### src/rtl/register_file.sv
// Y86 decode-stage program register file: eight WIDTH-bit registers, two
// combinational read ports with write-back bypass, two write ports and a sticky illegal-code flag.
module register_file #(
    parameter int                WIDTH      = 32,
    parameter logic [WIDTH-1:0]  STACK_INIT = 32'h0000_0000
) (
    input  logic             clk,
    input  logic             reset,
    input  logic [3:0]       srcA,
    input  logic [3:0]       srcB,
    output logic [WIDTH-1:0] valA,
    output logic [WIDTH-1:0] valB,
    input  logic [3:0]       dstE,
    input  logic [WIDTH-1:0] valE,
    input  logic [3:0]       dstM,
    input  logic [WIDTH-1:0] valM,
    input  logic             wb_stall,
    output logic             bad_reg
);

    localparam logic [3:0] REG_NONE = 4'hF;
    localparam logic [2:0] REG_ESP  = 3'd4;

    // Codes 0-7 address storage; F is "none"; 8-E are illegal.
    function automatic logic is_reg_code(input logic [3:0] code);
        return (code[3] == 1'b0);
    endfunction

    function automatic logic is_illegal_code(input logic [3:0] code);
        return (code[3] == 1'b1) && (code != REG_NONE);
    endfunction

    function automatic logic [WIDTH-1:0] reset_value(input logic [2:0] idx);
        logic [WIDTH-1:0] value;
        if (idx == REG_ESP) begin
            value = STACK_INIT;
        end else begin
            value = '0;
        end
        return value;
    endfunction

    // M is checked before E so a same-register double write reads back as valM.
    function automatic logic [WIDTH-1:0] select_operand(
        input logic [3:0]       src,
        input logic             bypass_en,
        input logic [3:0]       dst_m,
        input logic [WIDTH-1:0] val_m,
        input logic [3:0]       dst_e,
        input logic [WIDTH-1:0] val_e,
        input logic [WIDTH-1:0] stored
    );
        logic [WIDTH-1:0] result;
        if (!is_reg_code(src)) begin
            result = '0;
        end else if (bypass_en && (src == dst_m)) begin
            result = val_m;
        end else if (bypass_en && (src == dst_e)) begin
            result = val_e;
        end else begin
            result = stored;
        end
        return result;
    endfunction

    logic [WIDTH-1:0] regs_r [0:7];
    logic             bad_reg_r;
    logic             we_e_s;
    logic             we_m_s;
    logic             bypass_en_s;
    logic             illegal_seen_s;
    logic [WIDTH-1:0] val_a_s;
    logic [WIDTH-1:0] val_b_s;

    // Write enables and bypass gating; reset also blocks the bypass so reads show reset contents.
    always_comb begin
        we_e_s         = (wb_stall == 1'b0) && is_reg_code(dstE);
        we_m_s         = (wb_stall == 1'b0) && is_reg_code(dstM);
        bypass_en_s    = (wb_stall == 1'b0) && (reset == 1'b0);
        illegal_seen_s = is_illegal_code(srcA) || is_illegal_code(srcB) ||
                         is_illegal_code(dstE) || is_illegal_code(dstM);
    end

    // Register array: M has priority over E when both target the same register.
    always_ff @(posedge clk or posedge reset) begin
        if (reset) begin
            for (int i = 0; i < 8; i++) begin
                regs_r[i] <= reset_value(3'(i));
            end
        end else begin
            for (int i = 0; i < 8; i++) begin
                if (we_m_s && (dstM[2:0] == 3'(i))) begin
                    regs_r[i] <= valM;
                end else if (we_e_s && (dstE[2:0] == 3'(i))) begin
                    regs_r[i] <= valE;
                end else begin
                    regs_r[i] <= regs_r[i];
                end
            end
        end
    end

    // Sticky illegal-code flag, independent of wb_stall, cleared only by reset.
    always_ff @(posedge clk or posedge reset) begin
        if (reset) begin
            bad_reg_r <= 1'b0;
        end else if (illegal_seen_s) begin
            bad_reg_r <= 1'b1;
        end else begin
            bad_reg_r <= bad_reg_r;
        end
    end

    // Combinational operand read with same-cycle bypass.
    always_comb begin
        val_a_s = select_operand(srcA, bypass_en_s, dstM, valM, dstE, valE, regs_r[srcA[2:0]]);
        val_b_s = select_operand(srcB, bypass_en_s, dstM, valM, dstE, valE, regs_r[srcB[2:0]]);
    end

    assign valA    = val_a_s;
    assign valB    = val_b_s;
    assign bad_reg = bad_reg_r;

endmodule

### config.mk
export PLATFORM = sky130hd
export DESIGN_NAME = register_file
export DESIGN_NICKNAME = d
export VERILOG_FILES = /design/src/rtl/register_file.sv
export SDC_FILE = /design/constraint.sdc
export NUM_CORES = 1
export LEC_CHECK = 0
export CAP_MARGIN = 30
export CORE_UTILIZATION = 35
export DETAILED_ROUTE_END_ITERATION = 8
export GPL_TIMING_DRIVEN = 0
export SYNTH_ARGS = -nofsm -noshare
export SYNTH_HDL_FRONTEND = slang
export SYNTH_SLANG_ARGS = --single-unit
### constraint.sdc
create_clock -name clk -period 15.4 [get_ports clk]
set_input_delay 2.31 -clock clk [delete_from_list [all_inputs] [get_ports clk]]
set_output_delay 2.31 -clock clk [all_outputs]
set_load 0.01 [all_outputs]
-- Word level (Yosys, flattened, before mapping)
Cells that the tools add are included.
- flip-flop bits (word level): 257
- logic and storage cells: 107
- order comparisons: 2
- equality and inequality tests: 22
- multiplexer cells: 28
- bitwise logic cells: 6
- reductions and logical operators: 40
- operators by type and width (cell ; count):
    32-bit two-way mux ; 26
    32-bit binary-select mux with 3-bit select ; 2
    1-bit logical AND ; 27
    3-bit == test (second input constant) ; 8
    4-bit == test ; 4
    4-bit != test (second input constant) ; 4
    2-bit nonzero test ; 8
    3-bit by 2-bit == test with 1-bit output (second input constant) ; 4
    4-bit >= comparator (second input constant) ; 2
    3-bit NOT with 4-bit output ; 2
    3-bit by 1-bit == test with 1-bit output (second input constant) ; 2
    3-bit logical NOT ; 2
    1-bit NOT ; 4
    1-bit logical OR ; 3

-- Logic depth before layout (Yosys ltp)
Gate-level depths: netlist of run 1.
- word-level depth: 7
- mapped depth: 8
- mapped depth without buffers: 4

-- Worst setup path before layout of run 1
Ideal clock, no wire load.
- path kind: input port to output port
- start point: input srcB[0]
- end point: output valB[11]
- arrival: 3665 ps
- required time: 13090 ps
- setup slack: 9425 ps
- cell stages on the path: 6
- buffers on the path: 2
- cells stage by stage: buf_6 buf_2 mux4_2 mux2_2 o21ai_1 a31oi_1
- cells in the longest elaborated chain, start to end: 7
- elaborated cells on any way between the ends: 11
- classes of those cells: eq/ne (2); mux (6); bitwise (1); reduce/logical (2)
- RTL lines (element ; RTL line ; RTL):
    start: declaration ; 10 ; input logic [3:0] srcB,
    3-bit NOT with 4-bit output (implied by the code) ; 117 ; val_b_s = select_operand(srcB, bypass_en_s, dstM, valM, dstE, valE, regs_r[srcB[2:0]]);
    32-bit binary-select mux with 3-bit select ; 117 ;
    32-bit two-way mux (implied by the code) (2 in a row) ; 117 ;
    32-bit two-way mux ; 58 ; end else if (bypass_en && (src == dst_e)) begin
    32-bit two-way mux * ; 56 ; end else if (bypass_en && (src == dst_m)) begin
    32-bit two-way mux * ; 54 ; if (!is_reg_code(src)) begin
    end: declaration ; 12 ; output logic [WIDTH-1:0] valB,
Every way passes the cells marked *; elsewhere a longest branch is shown, timed or not. The select of a mux whose other input is x is not followed.

-- Worst setup path after layout of run 1
- start point: input reset
- end point: output valA[30]
- cells in the longest elaborated chain, start to end: 6
- elaborated cells on any way between the ends: 7
- classes of those cells: mux (3); bitwise (1); reduce/logical (3)
- RTL lines (element ; RTL line ; RTL):
    start: declaration ; 8 ; input logic reset,
    1-bit NOT * ; 79 ; bypass_en_s = (wb_stall == 1'b0) && (reset == 1'b0);
    1-bit logical AND * ; 79 ;
    1-bit logical AND ; 58 ;
    32-bit two-way mux ; 58 ;
    32-bit two-way mux * ; 56 ;
    32-bit two-way mux * ; 54 ;
    end: declaration ; 11 ; output logic [WIDTH-1:0] valA,
Every way passes the cells marked *; elsewhere a longest branch is shown, timed or not.

==> impl_metrics.toml, run 1 <==
[global_route]
grt_pass1_wl_um = 108000
first_global_vias = 16300
grt_use_total = 0.273
gr-total-overflow = 0
antenna_found_initial = 2
grt_max_degree = 122

[drt]
wl_per_cell_um = 28.3
antenna_left = 0
drc_errors = 0
dr.pass1.iters = 6
vias_per_cell = 6.34
drtIter0Drc = 2050
vias = 16400
wirelength_um = 73100

[timing]
period_needed_ps = 7880
max_freq_ghz = 0.127
relSlewSlack = 0.327
worst_pin_slew_ps = 1010
setup_viol = 0
fin_ws_ps = 7520
slew_viol_final = 0
fin_setup_tns_ps = 0
skew_ps = 0
fin_crit_sh = 0.512
grt_setup_unrepaired = "no"
finalHoldViolations = 0

[critical_path]
rrSetupSlack_ps = 14570
cp_max_fo = 10
reg2reg_depth = 2
cp-start-kind = "input port"
critPathRequiredTime_ps = 13090
cp.arrival_ps = 5570
end_kind = "primary output"
reg2reg_from = "regs_r[105]"
r2r_end = "regs_r[105]"
crit_type = "in -> out"

[placed_design]
dp_slack_ps = 7690
io_buffers = 71
place_congestion = 0.969
dpl.hpwl_um = 49400

[synthesis]
yosysWarnings = 0
synthXorXnorAreaFrac = 0.00776
synth_cells = 1782
avgSynthCellArea_um2 = 10.1
syn_area_um2 = 18100
async_flop_share = 1.00
synth_top_family_by_area = "multiplexers"
yosys.area_share.simple = 0.0890
synth_cell_types = 34
syn_nets = 1865
muxShareOfSynthArea = 0.345
synth-adder-area-share = 0
synth-compound-area-share = 0.138
synth_edf_count = 0
synth_ff_type = "dfrtp_1"
ys_ff_latch = 257
ys_seq_area_frac = 0.356

[status]
status = "complete, no violations"

[final_layout]
nets = 1972
most-common-layout-cells = "257 x dfrtp_1, 256 x mux2i_1, 228 x nor2_1"
drive_gt1_frac = 0.161
syn_to_final_growth_pct = 14.5
mostFrequentLayoutCell = "dfrtp_1"
fillers = 4945
largest_reg_flops = 256

[die]
start_util = 0.358
boundaryPins = 148
coreArea_um2 = 50500
die_area_um2 = 52500
die_w_um = 229
die_h_um = 229
row_count = 82

[cts]
cts_resized = 0
clockBufferDepth = 3
postCtsSetupRepairBufs = 0
cts_made_buffers = 31
cts-root-buf = "clkbuf_16"
cts_tree = "done"
cts_htree_levels = 1
path_clk_slew_ps = 50
cts_hold_buffers = 0
numClockSinks = 257
clk_latency_ps = 590

[job]
drv_cap = 0

[pwr]
power.density_nw_per_um2 = 122
total_power_mw = 2.53
leakage_nw = 8.70
ir_drop_mv = 0.0917

[min_path]
hold_path.class = "reg -> reg"
hold_depth = 2
hold-path-endpoint = "bad_reg"
min-delay-start = "bad_reg"
## routing by layer
metal	global-route usage	wire, µm
met5	0.00735	57
met4	0.126	3320
met1	0.364	29000
met3	0.0737	8200
met2	0.413	32500
## report_power, final
part	total (mW)	switching (mW)	internal (mW)
clock	0.735	0.321	0.413
combinational	0.808	0.382	0.427
sequential	0.989	0.137	0.852
total	2.53	0.840	1.69
## cells in the mapped netlist (all sizes together) (47+ instances only)
library cell,count,share of area
nand2,47,0.0098
dfrtp,257,0.36
mux4,128,0.16
clkbuf,145,0.030
o21ai,96,0.027
mux2i,256,0.14
mux2,64,0.040
nor2,228,0.047
nand4,64,0.022
o31ai,64,0.027
a31oi,64,0.022
buf,98,0.033
a21oi,225,0.062
## worst max-delay path, stage by stage
cell and delay, ps:
clkdlybuf4s50_1 520, nor2_1 470, nand2_1 400, or2_1 310
clkbuf_2 190, buf_2 240, a31oi_1 470, clkdlybuf4s50_1 650
## stage by stage
step                utilization  hold slack [ps]  std cells  area, µm²
finish                    0.410              482       2586      20700
global route              0.410              518       2586      20700
CTS                       0.409              494       2583      20700
detailed placement        0.390              477       2527      19700
global placement          0.388              456       2525      19600
floorplan                     -              496       1782      18100
## worst max path at each step
stage | cells after the start | slack, ps | to | startpoint
floorplan | 1 | 6020 | bad_reg | reset
global placement | 2 | 2270 | regs_r[134] | reset
detailed placement | 8 | 7690 | valA[2] | reset
CTS | 8 | 7690 | valA[2] | reset
global route | 8 | 7500 | valA[30] | srcA[2]
finish | 8 | 7520 | valA[30] | reset
## final cells by class
cell class	instances	area [µm²]	share of cell area
Antenna cell	2	5.00	0.000242
Buffer	243	1140	0.0554
Clock buffer	42	877	0.0424
Clock inverter	14	110	0.00532
Inverter	3	18.8	0.000908
Multi-Input combinational cell	1279	10500	0.506
Sequential cell	257	6430	0.311
Tap cell	672	841	0.0407
Timing Repair Buffer	74	781	0.0378
## cells by family after synthesis
group / Yosys count
and+or+nand+nor: 365
xor gates and xnor gates: 16
AOI/OAI and AO/OA: 450
DFF: 257
muxes: 448
buffers and inverters: 246
Note: power is estimated with default switching activity, not from simulation.
==> inputs of run 2 (changes only) <==
clock period = 6.55 ns   (was 15.4 ns; I/O delays follow)
==> run 2 against run 1 <==
Sequential share of layout area shrank 0.24 points. Wire length grew 1.6%. Final area grew 0.78%. Via count grew 0.36%. Global-route usage grew 0.51 points. Critical endpoint is now valB[21].
==> impl_metrics.toml, run 2 (same netlist as run 1, synthesis figures left out) <==
[drt]
dr.pass1.iters = 6
wl_per_cell_um = 28.6
vias_per_cell = 6.35
drtIter0Drc = 2094
drc_errors = 0
wirelength_um = 74200
antenna_left = 0
vias = 16500

[job]
drv_cap = 0

[final_layout]
fillers = 4945
nets = 1977
fin_util = 0.413
mostFrequentLayoutCell = "dfrtp_1"
drive_gt1_frac = 0.162
ff_latch_area_um2 = 6430
largest_reg_flops = 256
syn_to_final_growth_pct = 15.4
most-common-layout-cells = "257 x dfrtp_1, 256 x mux2i_1, 228 x nor2_1"
multi_input_area_um2 = 10500

[die]
die_h_um = 229
coreArea_um2 = 50500
boundaryPins = 148
start_util = 0.358
die_area_um2 = 52500
die_w_um = 229
row_count = 82

[global_route]
first_global_vias = 16500
antenna_found_initial = 1
grt_max_degree = 40
grt_use_total = 0.278
grt_pass1_wl_um = 110000
gr-total-overflow = 0

[timing]
skew_ps = 0
slew_viol_final = 0
period_needed_ps = 5260
relSlewSlack = 0.313
setup_viol = 0
grt_setup_unrepaired = "no"
worst_pin_slew_ps = 1030
finalHoldViolations = 0
max_freq_ghz = 0.190
fin_crit_sh = 0.802

[critical_path]
cp.arrival_ps = 4270
cp-start-kind = "input port"
cp_max_fo = 10
end_kind = "primary output"
crit_type = "in -> out"
rrSetupSlack_ps = 5720
critPathRequiredTime_ps = 5570

[cts]
cts_resized = 0
cts_tree = "done"
cts-root-buf = "clkbuf_16"
postCtsSetupRepairBufs = 0
numClockSinks = 257
cts_made_buffers = 31
path_clk_slew_ps = 60
cts_hold_buffers = 0
clk_latency_ps = 600
clockBufferDepth = 3
cts_htree_levels = 1

[pwr]
leakage_nw = 8.78
power.density_nw_per_um2 = 290
total_power_mw = 6.04
ir_drop_mv = 0.244

[placed_design]
dpl.hpwl_um = 49700
place_congestion = 0.963
io_buffers = 71

[status]
status = "complete, no violations"

[min_path]
hold_path.class = "reg -> reg"
[run 2: final timing paths]
| check | startpoint | depth (start not counted) | end |
|---|---|---|---|
| setup / recovery | reset | 7 | valB[21] |
| hold / removal | bad_reg | 2 | bad_reg |
| hold reg to reg | bad_reg | 2 | bad_reg |
| max in group asynchronous | reset | 5 | regs_r[40] |
| min in group asynchronous | reset | 2 | regs_r[18] |
| setup reg to reg | regs_r[43] | 2 | regs_r[43] |
[run 2: cell type report]
type,instances,share of cell area
antenna,2,0.000240
buffer,243,0.0549
clock buffer,48,0.0446
clock inverter,10,0.00600
inverter,3,0.000720
multi-input combinational,1279,0.502
sequential,257,0.309
tap,672,0.0403
timing repair buffer,79,0.0421
[run 2: worst max-delay path: stages]
cell	delay (ps)
clkdlybuf4s50_1	470
nor2_1	420
buf_2	390
clkbuf_1	670
nand4_1	160
a31oi_1	510
clkdlybuf4s50_1	650
[run 2: layer usage]
metal / routed length (µm) / track usage
met5: 0 / 0
met4: 3700 / 0.135
met3: 8650 / 0.0748
met2: 32800 / 0.420
met1: 29100 / 0.369
[run 2: power by group]
| group | switching [mW] | internal (mW) |
|---|---|---|
| logic | 0.888 | 1.01 |
| clock network | 0.761 | 1.06 |
| registers | 0.322 | 2.00 |
| total | 1.97 | 4.07 |
[run 2: per-stage QoR]
stage	hold WS [ps]	cells	setup slack (ps)	TNS, ps	area [µm²]
after floorplan	496	1782	2180	0	18100
after global placement	457	2525	-4.75	-80.2	19600
after detailed placement	461	2533	1590	0	19800
after CTS	485	2591	1580	0	20800
after global routing	501	2592	1260	0	20800
final	484	2593	1290	0	20800
==> inputs of run 3 (changes only) <==
clock period = 5.37 ns   (was 6.55 ns; I/O delays follow)
==> results of run 3 <==
The final DEF is identical to that of run 2. Status: complete, no violations.
Main changes from that run: setup slack after placement 1590 ps -> 762 ps; setup slack after layout 1290 ps -> 469 ps; register-to-register setup slack 5720 ps -> 4540 ps; total power 6.04 mW -> 7.37 mW; worst IR drop on VDD 0.244 mV -> 0.298 mV
